[config.mk]
export PLATFORM = sky130hd
export DESIGN_NAME = traffic_mode_ctrl
export DESIGN_NICKNAME = d
export VERILOG_FILES = /design/src/rtl/traffic_pkg.sv /design/src/rtl/tick_gen.sv /design/src/rtl/traffic_mode_ctrl.sv
export SDC_FILE = /design/constraint.sdc
export NUM_CORES = 1
export LEC_CHECK = 0
export BUFFER_PORTS_ARGS = -buffer_cell sky130_fd_sc_hd__buf_2
export CAP_MARGIN = 30
export CORE_AREA = 4 4 88 90
export DETAILED_ROUTE_END_ITERATION = 10
export DIE_AREA = 0 0 92 94
export GPL_ROUTABILITY_DRIVEN = 0
export HOLD_SLACK_MARGIN = 0.15
export PLACE_DENSITY = 0.65
export SETUP_SLACK_MARGIN = 0.2
export SLEW_MARGIN = 5
export SYNTH_ARGS = -nofsm -noshare
export SYNTH_HDL_FRONTEND = slang
export SYNTH_SLANG_ARGS = --single-unit
[constraint.sdc]
create_clock -name clk -period 2 [get_ports clk]
set_input_delay 0.2 -clock clk [delete_from_list [all_inputs] [get_ports clk]]
set_output_delay 0.2 -clock clk [all_outputs]
set_load 0.02 [all_outputs]
[src/rtl/traffic_pkg.sv]
// traffic_pkg: shared codes and default timings for the intersection mode controller.
package traffic_pkg;

    // Mode codes as seen on mode_req and mode
    localparam logic [1:0] MODE_AUTO   = 2'd0;
    localparam logic [1:0] MODE_MANUAL = 2'd1;
    localparam logic [1:0] MODE_FLASH  = 2'd2;
    localparam logic [1:0] MODE_RSVD   = 2'd3;

    // Phase codes shared with the timer datapath (first road / second road)
    localparam logic [2:0] PH_GR = 3'd3;
    localparam logic [2:0] PH_YR = 3'd4;
    localparam logic [2:0] PH_RG = 3'd5;
    localparam logic [2:0] PH_RY = 3'd6;

    // Lamp codes driven on light1 / light2
    localparam logic [1:0] LIGHT_OFF    = 2'd0;
    localparam logic [1:0] LIGHT_RED    = 2'd1;
    localparam logic [1:0] LIGHT_YELLOW = 2'd2;
    localparam logic [1:0] LIGHT_GREEN  = 2'd3;

    // Timing register selectors on cfg_sel
    localparam logic [1:0] CFG_GREEN  = 2'd0;
    localparam logic [1:0] CFG_YELLOW = 2'd1;
    localparam logic [1:0] CFG_RED    = 2'd2;
    localparam logic [1:0] CFG_RSVD   = 2'd3;

    // Power-on timings in ticks, and the legal range for a timing write
    localparam logic [6:0] DEF_GREEN  = 7'd30;
    localparam logic [6:0] DEF_YELLOW = 7'd3;
    localparam logic [6:0] DEF_RED    = 7'd33;
    localparam logic [6:0] CFG_MIN    = 7'd1;
    localparam logic [6:0] CFG_MAX    = 7'd99;

    // Lamp pair for both roads
    typedef struct packed {
        logic [1:0] l1;
        logic [1:0] l2;
    } light_pair_t;

    // Build a lamp pair from two lamp codes
    function automatic light_pair_t make_pair(input logic [1:0] a, input logic [1:0] b);
        light_pair_t p;
        p.l1 = a;
        p.l2 = b;
        return p;
    endfunction

    // Decode a phase code into lamps; anything unknown falls back to all red
    function automatic light_pair_t phase_lights(input logic [2:0] phase);
        light_pair_t p;
        case (phase)
            PH_GR:   p = make_pair(LIGHT_GREEN,  LIGHT_RED);
            PH_YR:   p = make_pair(LIGHT_YELLOW, LIGHT_RED);
            PH_RG:   p = make_pair(LIGHT_RED,    LIGHT_GREEN);
            PH_RY:   p = make_pair(LIGHT_RED,    LIGHT_YELLOW);
            default: p = make_pair(LIGHT_RED,    LIGHT_RED);
        endcase
        return p;
    endfunction

    // True when a timing value is inside the writable range
    function automatic logic cfg_data_ok(input logic [6:0] data);
        return (data >= CFG_MIN) && (data <= CFG_MAX);
    endfunction

endpackage

[src/rtl/tick_gen.sv]
// tick_gen: divides clk down to a one-cycle tick every TICK_DIV cycles.
module tick_gen #(
    parameter int TICK_DIV = 1
) (
    input  logic clk,
    input  logic reset,
    input  logic clr,
    output logic tick
);

    localparam int            CW   = (TICK_DIV > 1) ? $clog2(TICK_DIV) : 1;
    localparam logic [CW-1:0] LAST = CW'(TICK_DIV - 1);

    logic [CW-1:0] cnt;

    // Divider count, restarted by clr so every new state begins on a full tick period
    always_ff @(posedge clk) begin
        if (!reset || clr) begin
            cnt <= '0;
        end else if (cnt == LAST) begin
            cnt <= '0;
        end else begin
            cnt <= cnt + 1'b1;
        end
    end

    assign tick = (cnt == LAST);

endmodule

[src/rtl/traffic_mode_ctrl.sv]
// traffic_mode_ctrl: selects AUTO / MANUAL / FLASH operation with an all-red
// clearance between modes, owns the phase timing registers and drives the lamps.
module traffic_mode_ctrl
    import traffic_pkg::*;
#(
    parameter int TICK_DIV   = 1,
    parameter int CLEAR_TIME = 2
) (
    input  logic       clk,
    input  logic       reset,
    input  logic [1:0] mode_req,
    input  logic       mode_valid,
    input  logic       manual_step,
    input  logic       cfg_wr,
    input  logic [1:0] cfg_sel,
    input  logic [6:0] cfg_data,
    output logic       cfg_ack,
    output logic       cfg_err,
    input  logic [2:0] auto_state,
    output logic       auto_enable,
    output logic [6:0] green_time,
    output logic [6:0] yellow_time,
    output logic [6:0] red_time,
    output logic [1:0] light1,
    output logic [1:0] light2,
    output logic [1:0] mode,
    output logic       busy
);

    // Operating state codes equal the mode codes, so leaving CLEAR is a direct copy of target
    localparam logic [1:0] S_AUTO   = 2'd0;
    localparam logic [1:0] S_MANUAL = 2'd1;
    localparam logic [1:0] S_FLASH  = 2'd2;
    localparam logic [1:0] S_CLEAR  = 2'd3;

    logic [1:0]  state;
    logic [1:0]  state_nxt;
    logic [1:0]  target;
    logic [1:0]  target_nxt;
    logic [1:0]  mode_q;
    logic        tick;
    logic        state_chg;
    logic        req_ok;
    logic        clear_done;
    logic [15:0] clear_cnt;
    logic [2:0]  man_phase;
    logic [6:0]  yel_cnt;
    logic        yel_done;
    logic        flash_on;
    logic        cfg_accept;
    light_pair_t lamps;

    assign state_chg = (state_nxt != state);

    tick_gen #(
        .TICK_DIV (TICK_DIV)
    ) u_tick_gen (
        .clk   (clk),
        .reset (reset),
        .clr   (state_chg),
        .tick  (tick)
    );

    // A request carrying the reserved code is dropped everywhere
    assign req_ok     = mode_valid && (mode_req != MODE_RSVD);
    assign clear_done = tick && ((clear_cnt + 16'd1) >= 16'(CLEAR_TIME));

    // Next state and target: requests in CLEAR only retarget, elsewhere a different mode starts a clearance
    always_comb begin
        state_nxt  = state;
        target_nxt = target;
        if (state == S_CLEAR) begin
            if (req_ok) begin
                target_nxt = mode_req;
            end
            if (clear_done) begin
                state_nxt = target_nxt;
            end
        end else if (req_ok && (mode_req != mode_q)) begin
            target_nxt = mode_req;
            state_nxt  = S_CLEAR;
        end
    end

    // State, target and reported mode; the reported mode only changes when a clearance completes
    always_ff @(posedge clk) begin
        if (!reset) begin
            state  <= S_CLEAR;
            target <= MODE_AUTO;
            mode_q <= MODE_AUTO;
        end else begin
            state  <= state_nxt;
            target <= target_nxt;
            if ((state == S_CLEAR) && (state_nxt != S_CLEAR)) begin
                mode_q <= target_nxt;
            end
        end
    end

    // Clearance tick count; held at zero outside CLEAR so every clearance starts fresh
    always_ff @(posedge clk) begin
        if (!reset) begin
            clear_cnt <= '0;
        end else if (state != S_CLEAR) begin
            clear_cnt <= '0;
        end else if (tick) begin
            clear_cnt <= clear_cnt + 16'd1;
        end
    end

    assign yel_done = tick && ((yel_cnt + 7'd1) >= yellow_time);

    // Manual phase sequencer: steps leave green, yellow times out on its own
    always_ff @(posedge clk) begin
        if (!reset) begin
            man_phase <= PH_GR;
            yel_cnt   <= '0;
        end else if (state != S_MANUAL) begin
            man_phase <= PH_GR;
            yel_cnt   <= '0;
        end else begin
            case (man_phase)
                PH_GR: begin
                    if (manual_step) begin
                        man_phase <= PH_YR;
                        yel_cnt   <= '0;
                    end
                end
                PH_RG: begin
                    if (manual_step) begin
                        man_phase <= PH_RY;
                        yel_cnt   <= '0;
                    end
                end
                PH_YR, PH_RY: begin
                    if (yel_done) begin
                        man_phase <= (man_phase == PH_YR) ? PH_RG : PH_GR;
                        yel_cnt   <= '0;
                    end else if (tick) begin
                        yel_cnt <= yel_cnt + 7'd1;
                    end
                end
                default: begin
                    man_phase <= PH_GR;
                    yel_cnt   <= '0;
                end
            endcase
        end
    end

    // Flash blinker: starts lit on entry and toggles once per tick
    always_ff @(posedge clk) begin
        if (!reset) begin
            flash_on <= 1'b1;
        end else if (state != S_FLASH) begin
            flash_on <= 1'b1;
        end else if (tick) begin
            flash_on <= ~flash_on;
        end
    end

    // Timing writes are refused while the timer datapath is running them in AUTO
    assign cfg_accept = (mode_q != MODE_AUTO) && cfg_data_ok(cfg_data) && (cfg_sel != CFG_RSVD);

    // Timing registers and the one-cycle ack/err response
    always_ff @(posedge clk) begin
        if (!reset) begin
            green_time  <= DEF_GREEN;
            yellow_time <= DEF_YELLOW;
            red_time    <= DEF_RED;
            cfg_ack     <= 1'b0;
            cfg_err     <= 1'b0;
        end else begin
            cfg_ack <= 1'b0;
            cfg_err <= 1'b0;
            if (cfg_wr) begin
                if (cfg_accept) begin
                    case (cfg_sel)
                        CFG_GREEN:  green_time  <= cfg_data;
                        CFG_YELLOW: yellow_time <= cfg_data;
                        CFG_RED:    red_time    <= cfg_data;
                        default:    ;
                    endcase
                    cfg_ack <= 1'b1;
                end else begin
                    cfg_err <= 1'b1;
                end
            end
        end
    end

    // Lamp selection per state; CLEAR and anything unexpected show all red
    always_comb begin
        lamps = make_pair(LIGHT_RED, LIGHT_RED);
        case (state)
            S_AUTO:   lamps = phase_lights(auto_state);
            S_MANUAL: lamps = phase_lights(man_phase);
            S_FLASH:  lamps = flash_on ? make_pair(LIGHT_YELLOW, LIGHT_YELLOW)
                                       : make_pair(LIGHT_OFF, LIGHT_OFF);
            default:  lamps = make_pair(LIGHT_RED, LIGHT_RED);
        endcase
    end

    assign light1      = lamps.l1;
    assign light2      = lamps.l2;
    assign mode        = mode_q;
    assign busy        = (state == S_CLEAR);
    assign auto_enable = (state == S_AUTO);

endmodule

Word-level counts from Yosys, hierarchy flattened
Index checks and enable logic that the tools add are counted.
Storage, ports and cells
  bits in registers: 57
  input port bits: 19
  output and inout bits: 31
  logic and storage cells: 95
Operators by class
  $add $sub $neg: 3
  order comparisons: 4
  eq/ne operators: 26
  multiplexer cells: 21
  bitwise logic cells: 3
  reductions and logical operators: 25
Operators with widths (number)
  one-hot mux 4 bit (4 select lines): 2
  two-way mux 7 bit: 3
  == test 3 bit (second input constant): 6
  adder 16 x 1 -> 16 bit (second input constant): 1
  >= comparator 16 x 2 -> 1 bit (second input constant): 1
  != test 2 bit (second input constant): 8
  one-hot mux 7 bit (2 select lines): 1
  two-way mux 2 bit: 6
  two-way mux 3 bit: 4
  one-hot mux 4 bit (3 select lines): 1
  AND reduction 3 bit: 4
  OR reduction 2 bit: 6
  one-hot mux 3 bit (3 select lines): 1
  logical AND 1 bit: 8
  adder 7 x 1 -> 7 bit (second input constant): 1
  >= comparator 7 x 1 -> 1 bit (second input constant): 1
  >= comparator 7 bit: 1
  less-or-equal comparator 7 bit (second input constant): 1
  == test 2 bit (second input constant): 3
  == test 3 x 2 -> 1 bit (second input constant): 2
  == test 2 x 1 -> 1 bit (second input constant): 2
  zero test 2 bit: 2
  two-way mux 4 bit: 1
  != test 2 x 1 -> 1 bit (second input constant): 2
  9 further kinds: 14

Depth between registers and ports, before layout
Gate-level depths: netlist of the first run.
  depth in word-level cells: 8
  gate-level depth with buffers: 10
  gate-level depth less buffers: 10

Cells and area by module
A second synthesis of the first run with hierarchy kept.
Unflattened totals
  cells, all modules: 380
  area total of the unflattened synthesis: 3159.3 um^2
Modules (own cells, without submodules)
  traffic_mode_ctrl: times used 1, cells each 377, area an instance 3131.8 um^2, seq. area each 1121.1 um^2
  tick_gen: times used 1, cells each 3, area an instance 27.5 um^2, seq. area each 20.0 um^2

Least setup slack after synthesis of the first run
Ideal clock, no wire load.
  path kind: register to register
  start point: reg yel_cnt[0]
  end point: reg yel_cnt[2]
  library setup time: 0.065 ns
  arrival time: 2.068 ns
  required time: 1.935 ns
  path slack: -0.133 ns
  stages on the path, launching flop included: 10
  path buffers: 0
  period minus slack after synthesis: 2.133 ns
  cell sequence: dfxtp_1 -> ha_1 -> nand3_1 -> nor2_1 -> xor2_1 -> ha_1 -> and3_1 -> a311oi_2 -> a32oi_1 -> nor2_1
Between the ends
  cells in the longest elaborated chain, start to end: 5
  elaborated cells on any way between the ends: 8
  classes of those cells: add/sub (1); order compare (1); eq/ne (1); mux (3); reduce/logical (2)
RTL lines
  start: declaration: RTL line traffic_mode_ctrl.sv:47  | logic [6:0] yel_cnt;
  start signal: assignment: RTL line traffic_mode_ctrl.sv:140  | yel_cnt <= yel_cnt + 7'd1;
  adder 7 x 1 -> 7 bit *: RTL line traffic_mode_ctrl.sv:111, traffic_mode_ctrl.sv:140
  >= comparator 7 bit: RTL line traffic_mode_ctrl.sv:111  | assign yel_done = tick && ((yel_cnt + 7'd1) >= yellow_time);
  logical AND 1 bit: RTL line traffic_mode_ctrl.sv:111
  two-way mux 7 bit / != test 3 bit (equally long branches)
  one-hot mux 7 bit (2 select lines) / AND reduction 2 bit (equally long branches)
Mark *: on every way between the ends. The rest lies on a longest branch, timed or not. The select of a mux whose other input is x is not followed.
A chain may end at the register's enable or synchronous reset.

Final worst setup path of the first run
  start point: reg yel_cnt[0]
  end point: reg yel_cnt[6]
The elaborated chain is that of the path after synthesis.

==> results of run 1 <==
## power by group
part / internal, mW / total, mW / switching [mW]
registers: 1.19 / 1.27 / 0.0833
logic: 0.302 / 0.691 / 0.389
clock network: 0.641 / 1.10 / 0.457
total: 2.13 / 3.06 / 0.929
## worst max-delay path: stages (launching register included)
cell      delay, ns
dfxtp_4        0.37
ha_4           0.14
nand3_4        0.08
nor2_2         0.10
xor2_1         0.20
ha_1           0.30
and3_4         0.21
a311oi_2       0.22
buf_4          0.19
a32oi_1        0.10
nor2_1         0.10
## worst paths after layout
kind / end / start / slack, ns / cells after the start
worst max-delay path: yel_cnt[6] / yel_cnt[0] / -0.07 / 10
worst min-delay path: green_time[4] / cfg_data[4] / 0.17 / 3
worst max register to register: yel_cnt[6] / yel_cnt[0] / -0.07 / 10
worst min register to register: green_time[3] / green_time[3] / 0.47 / 2
## kinds of logic after synthesis
kind of cell    count (synthesis)  synth area share
simple gates                  150             0.246
compound gates                 63             0.153
flops                          57             0.362
buf+inv                        29            0.0449
xor+xnor                       26            0.0723
mux                            25            0.0795
fa+ha+maj                      10            0.0397
other cells                     1           0.00119
## final cells by class
class                   count  area [sq um]  share of cell area
flip-flops and latches     57          1200               0.280
clock buffers              13           159              0.0369
well taps                  99           124              0.0288
repair buffers            102           664               0.154
inverters                  13          48.8              0.0113
multi-input cells         275          2070               0.480
clock inverters             3          40.0             0.00930
## flip-flops by register name, summed over array words and instances (netlist names)
register and count:
cfg_err 1, cfg_ack 1, mode 2, u_tick_gen.cnt 1
yel_cnt 7, man_phase 3, flash_on 1, clear_cnt 16
red_time 7, state 2, target 2, yellow_time 7
green_time 7
## per-stage QoR
stage               power, mW  utilization
CTS                      3.03        0.574
floorplan                1.70            -
global placement         1.89        0.525
finish                   3.06        0.610
detailed placement       1.90        0.525
global route             3.22        0.610
## layer usage
metal	share of wire	routed length, microns	up-vias
met5	0	0	-
met4	0.0069	54	0
met3	0.047	367	4
met2	0.48	3810	66
met1	0.46	3640	1363
li1	-	-	1475
## layout by cell type (no fill, tap or decap), types with 5 or more instances in the layout
cell	count
a21o_1	5
a21oi_1	11
a32oi_1	5
buf_2	48
buf_4	48
clkbuf_8	11
dfxtp_1	33
dfxtp_2	11
dfxtp_4	13
ha_1	8
inv_1	11
mux2i_1	25
nand2_1	31
nand3_1	9
nand3b_1	5
nor2_1	52
nor2b_1	7
nor3_1	5
nor3_2	5
o31ai_1	5
xnor2_1	6
xor2_1	18
## timing repair
item	4_1_cts	5_1_grt
hold buffers	3	0
gates resized for setup	21	48
pin swaps	20	14
gates cloned	0	0
hold endpoints to repair	3	0
endpoints found under the setup margin	25	36
buffers inserted	5	13
==> run metrics, run 1 <==
Max-cap violations=0; DR vias/cell=between 5 and 6; count of inserted antenna diode cells=0; fill cell instance count of the final layout=roughly 610; largest clock skew in the final design=about 0.016 ns; Die X=92 microns; I/O pin count=50; initial antenna violation count=0; count of buffers inserted at the top-level ports=a little under 50; detail-routed net length per standard cell=14.0 microns; leftover overflow at the end of global routing=0; sequential cell area fraction in the yosys report=0.362; number of cells in the finished layout apart from fillers=~560; count of unique library cells instantiated by Yosys=60; required time of the worst setup path=2.27 ns; maximum clock frequency=slightly below 500 MHz; CTS Buf Count=9; number of synthesized flops with an enable pin=0; number of DRC markers after the initial detailed-route iteration=around 120; cell accounting for the most synthesized area=dfxtp_1; type of the worst setup path=flip-flop to flip-flop; worst setup slack before clock tree synthesis=-0.0984 ns; H-tree lvl count=3; worst hold path class=input pin to flip-flop; final critical delay including setup and external delays=approximately 2.1 ns; GR met3 Demand/Resource=0.0457; die extent in y=94 microns; post-route clock period utilization=1.03; total clock sinks=57; type of origin of the critical path=flip-flop; per-instance average area after synthesis=a little under 9 sq um; setup repair after global routing missed its margin=yes; Leakage Power=1.80 nW; post-route setup slack=-0.0661 ns; clock root buffer=clkbuf_8; wire length of the first global-routing pass=between 10000 and 15000 microns; maximum number of pins on one net before global-route repair=17; clock transition at the registers of the reported paths=~0.07 ns; buffers from clock root to sink, at most=2; core area=roughly 7000 sq um; total wire length after detailed routing=between 7000 and 8000 microns; Final Hold Violating Endpoints=0; TritonCTS clock tree=done; cell total after placement=525; via count of the first global-routing pass=approximately 2700; DRT antenna net count=0; count of warnings emitted by yosys=0; area grow syn2layout=36.8%; syn_nets=a little under 400; post-place instance area=around 3700 sq um; synthesized instance count=361; number of remaining DRC errors=0; peak supply drop=approximately 450 uV; share of cells above drive strength 1=0.380; top-count cell post-synth=dfxtp_1; Total Die Area=approximately 8600 sq um; arrival time reported for the critical path endpoint=approximately 2.3 ns; Synth top cells by count=dfxtp_1, nor2_1, nand2_1; CP max FO=6; Final #Nets=a little under 500; flip-flop and latch count after synthesis=between 50 and 60; number of search-and-repair iterations in the first detailed-routing pass=4; global-route track usage on met2=0.316; crit end category=flip-flop; Mapped Area=approximately 3100 sq um; area fraction of the dominant cell type after synthesis=0.362; met1 layer usage reported by global route=0.238; effective utilization at floorplan=0.446; fraction of registers with async set or reset after synthesis=0; final design instance area without fill=roughly 4300 sq um; Worst-Skew Late Latency=approximately 0.33 ns; num rows=31; violated checks=setup timing; Final Max Slew Viols=0; most area-consuming cells after synthesis=dfxtp_1, mux2i_1, nor2_1; Pwr per Cell Area=just over 700 nW/um^2; placed wire-length estimate=between 5000 and 6000 microns; detailed-route via count=between 2000 and 3000; Overall Global Routing Usage=0.187; Min Hold Slack=about 0.17 ns; most common flop cell mapped by yosys=dfxtp_1; layer with the highest usage=met2; result of the run=complete, but fails checks; count of final setup violators=6; Setup TNS Final=-0.277 ns
(Power assumes the default switching activity.)
==> run 2: changes to the inputs <==
--- a/config.mk
+++ b/config.mk
@@ -5,6 +5,7 @@
 export SDC_FILE = /design/constraint.sdc
 export NUM_CORES = 1
 export LEC_CHECK = 0
+export ABC_AREA = 1
 export BUFFER_PORTS_ARGS = -buffer_cell sky130_fd_sc_hd__buf_2
 export CAP_MARGIN = 30
 export CORE_AREA = 4 4 88 90
==> run metrics, run 2 <==
Leakage Power=2.02 nW; type of origin of the critical path=flip-flop; number of remaining DRC errors=0; Mapped Area=around 3100 sq um; total clock sinks=between 50 and 60; clock root buffer=clkbuf_8; worst setup slack before clock tree synthesis=-0.433 ns; DRT antenna net count=0; count of inserted antenna diode cells=0; master of the slowest instance on the critical path=dfxtp_4; Slew @ Worst Pin=0.509 ns; clock transition at the registers of the reported paths=~0.07 ns; detail-routed net length per standard cell=roughly 12 microns; TritonCTS clock tree=done; number of cells in the finished layout apart from fillers=between 600 and 700; core area=approximately 7000 sq um; overall power consumption=between 3 and 4 mW; top-count cell post-synth=nand2_1; Worst-Skew Late Latency=0.33 ns; number of synthesized flops with an enable pin=0; num rows=31; initial antenna violation count=0; Final #Nets=576; CTS Buf Count=9; most common library cell in the layout ignoring fill and taps=nand2_1; post-route clock period utilization=1.24; Total Die Area=8650 sq um; result of the run=complete, but fails checks; maximum clock frequency=a little over 400 MHz; final critical delay including setup and external delays=around 2.5 ns; crit end category=flip-flop; CP max FO=4; maximum number of pins on one net before global-route repair=29; relative slew slack=0.660; area grow syn2layout=33.1%; synthesized instance count=455; detailed-route via count=3180; die extent in y=between 90 and 100 microns; flip-flop and latch count after synthesis=57; violated checks=setup timing; Largest stage delay, worst path=~0.38 ns; Synth top cells by count=nand2_1, inv_1, dfxtp_1; I/O pin count=50; most area-consuming cells after synthesis=dfxtp_1, nand2_1, inv_1; Overall Global Routing Usage=0.188; largest register by flop count=clear_cnt; post-route setup slack=-0.475 ns; count of buffers inserted at the top-level ports=between 40 and 50; placed wire-length estimate=~5600 microns; count of unique library cells instantiated by Yosys=37; largest clock skew in the final design=about 0.0059 ns; setup repair after global routing missed its margin=yes; final design instance area without fill=approximately 4200 sq um; Max-cap violations=0; Pwr per Cell Area=945 nW/um^2; share of cells above drive strength 1=0.303; wire length of the first global-routing pass=13200 microns; cell accounting for the most synthesized area=dfxtp_1; leftover overflow at the end of global routing=0; type of the worst setup path=flip-flop to flip-flop; fraction of the core area covered by cells at the end of the flow=0.588; Final Max Slew Viols=0; via count of the first global-routing pass=roughly 3000; Final Hold Violating Endpoints=0; sequential cell area fraction in the yosys report=0.366; worst hold path class=input pin to flip-flop; CP cell instances=ha_4 -> nand3_4 -> nand3b_1 -> xnor2_2 -> ha_1 -> nand2_2 -> inv_2 -> nand2_2 -> nor2_2 -> nand3_1 -> o2111ai_2 -> a21oi_2 -> nor2_1 -> o21ai_2 -> buf_6 -> o21ai_2 -> inv_1; peak supply drop=about 470 uV; number of DRC markers after the initial detailed-route iteration=about 100; total wire length after detailed routing=~7600 microns; required time of the worst setup path=2.22 ns; number of flip-flops under the largest register name=16; Die X=roughly 90 microns; cell total after placement=around 620; fraction of registers with async set or reset after synthesis=0; effective utilization at floorplan=0.442; area fraction of the dominant cell type after synthesis=0.366; count of final setup violators=12; post-place instance area=~3700 sq um; H-tree lvl count=3; arrival time reported for the critical path endpoint=between 2 and 3 ns; DR vias/cell=slightly below 5; buffers from clock root to sink, at most=2; count of warnings emitted by yosys=0; most common flop cell mapped by yosys=dfxtp_1; number of search-and-repair iterations in the first detailed-routing pass=4; most frequent cells in the layout=nand2_1, inv_1, dfxtp_1, buf_2, nor2_1; per-instance average area after synthesis=6.86 sq um; fill cell instance count of the final layout=656; syn_nets=just under 500
run 2: cell count changes after synthesis, moves of 12 or more:
cell,delta
o211ai_1,+12
nand2_1,+75
mux2i_1,-25
a21oi_1,+17
o21ai_0,+29
xor2_1,-14
inv_1,+52
nand3_1,+15
run 2: cell families (layout without fill, tap and decap cells):
| kind of cell | after synthesis | count (layout) | share of synthesized area |
|---|---|---|---|
| AOI/OAI and AO/OA | 91 | 91 | 0.164 |
| xor gates and xnor gates | 9 | 9 | 0.0277 |
| adders and majority gates | 10 | 10 | 0.0401 |
| buffers and inverters | 78 | 175 | 0.0986 |
| DFF | 57 | 57 | 0.366 |
| other | 1 | 1 | 0.00120 |
| and+or+nand+nor | 209 | 209 | 0.302 |
run 2: what timing repair did:
item / in CTS / in global routing
gates resized for setup: 14 / 31
hold buffers: 4 / 0
pin swaps: 9 / 18
hold endpoints to repair: 6 / 0
endpoints found under the setup margin: 15 / 30
setup buffers: 4 / 3
cloned: 0 / 0
run 2: power by group:
part	switching, mW	internal [mW]	total [mW]
Clock	0.481	0.555	1.04
Sequential	0.161	1.30	1.46
Combinational	0.836	0.589	1.42
run 2: final timing paths:
check                     start             to  slack (ns)  depth (start not counted)
setup / recovery     yel_cnt[0]   man_phase[2]       -0.47                         17
hold / removal      cfg_data[4]    red_time[4]        0.17                          3
setup reg to reg     yel_cnt[0]   man_phase[2]       -0.47                         17
hold reg to reg   green_time[1]  green_time[1]        0.46                          2
run 2: final cells by class:
cell class                      instances  area (sq um)  area share
Multi-Input combinational cell        320          1830       0.441
Sequential cell                        57          1150       0.278
Timing Repair Buffer                   90           579       0.140
Inverter                               69           273      0.0657
Clock buffer                           12           166      0.0401
Tap cell                               99           124      0.0298
Clock inverter                          4          25.0     0.00603
run 2: stage by stage:
step / hold WS (ns) / TNS [ns]
floorplan: 0.319 / -1.55
global placement: 0.436 / -2.12
detailed placement: 0.438 / -3.14
CTS: 0.160 / -3.14
global route: 0.177 / -6.16
finish: 0.172 / -4.21
run 2: layer usage:
layer	part of all wire	wire length, microns	vias to the layer above	track usage
met5	0	0	-	0
met4	0.017	130	0	0.0829
met3	0.049	372	14	0.0457
met2	0.50	3800	58	0.325
met1	0.44	3340	1447	0.220
li1	-	-	1661	-
run 2: critical path, delay by kind of cell (launching register included):
family                   cells  cell delay (ns)
AO/OA/AOI/OAI                4             0.37
flip-flops                   1             0.38
adder cells (fa/ha/maj)      2             0.48
AND/OR/NAND/NOR              7             0.74
buffers and inverters        3             0.24
XOR/XNOR                     1             0.17
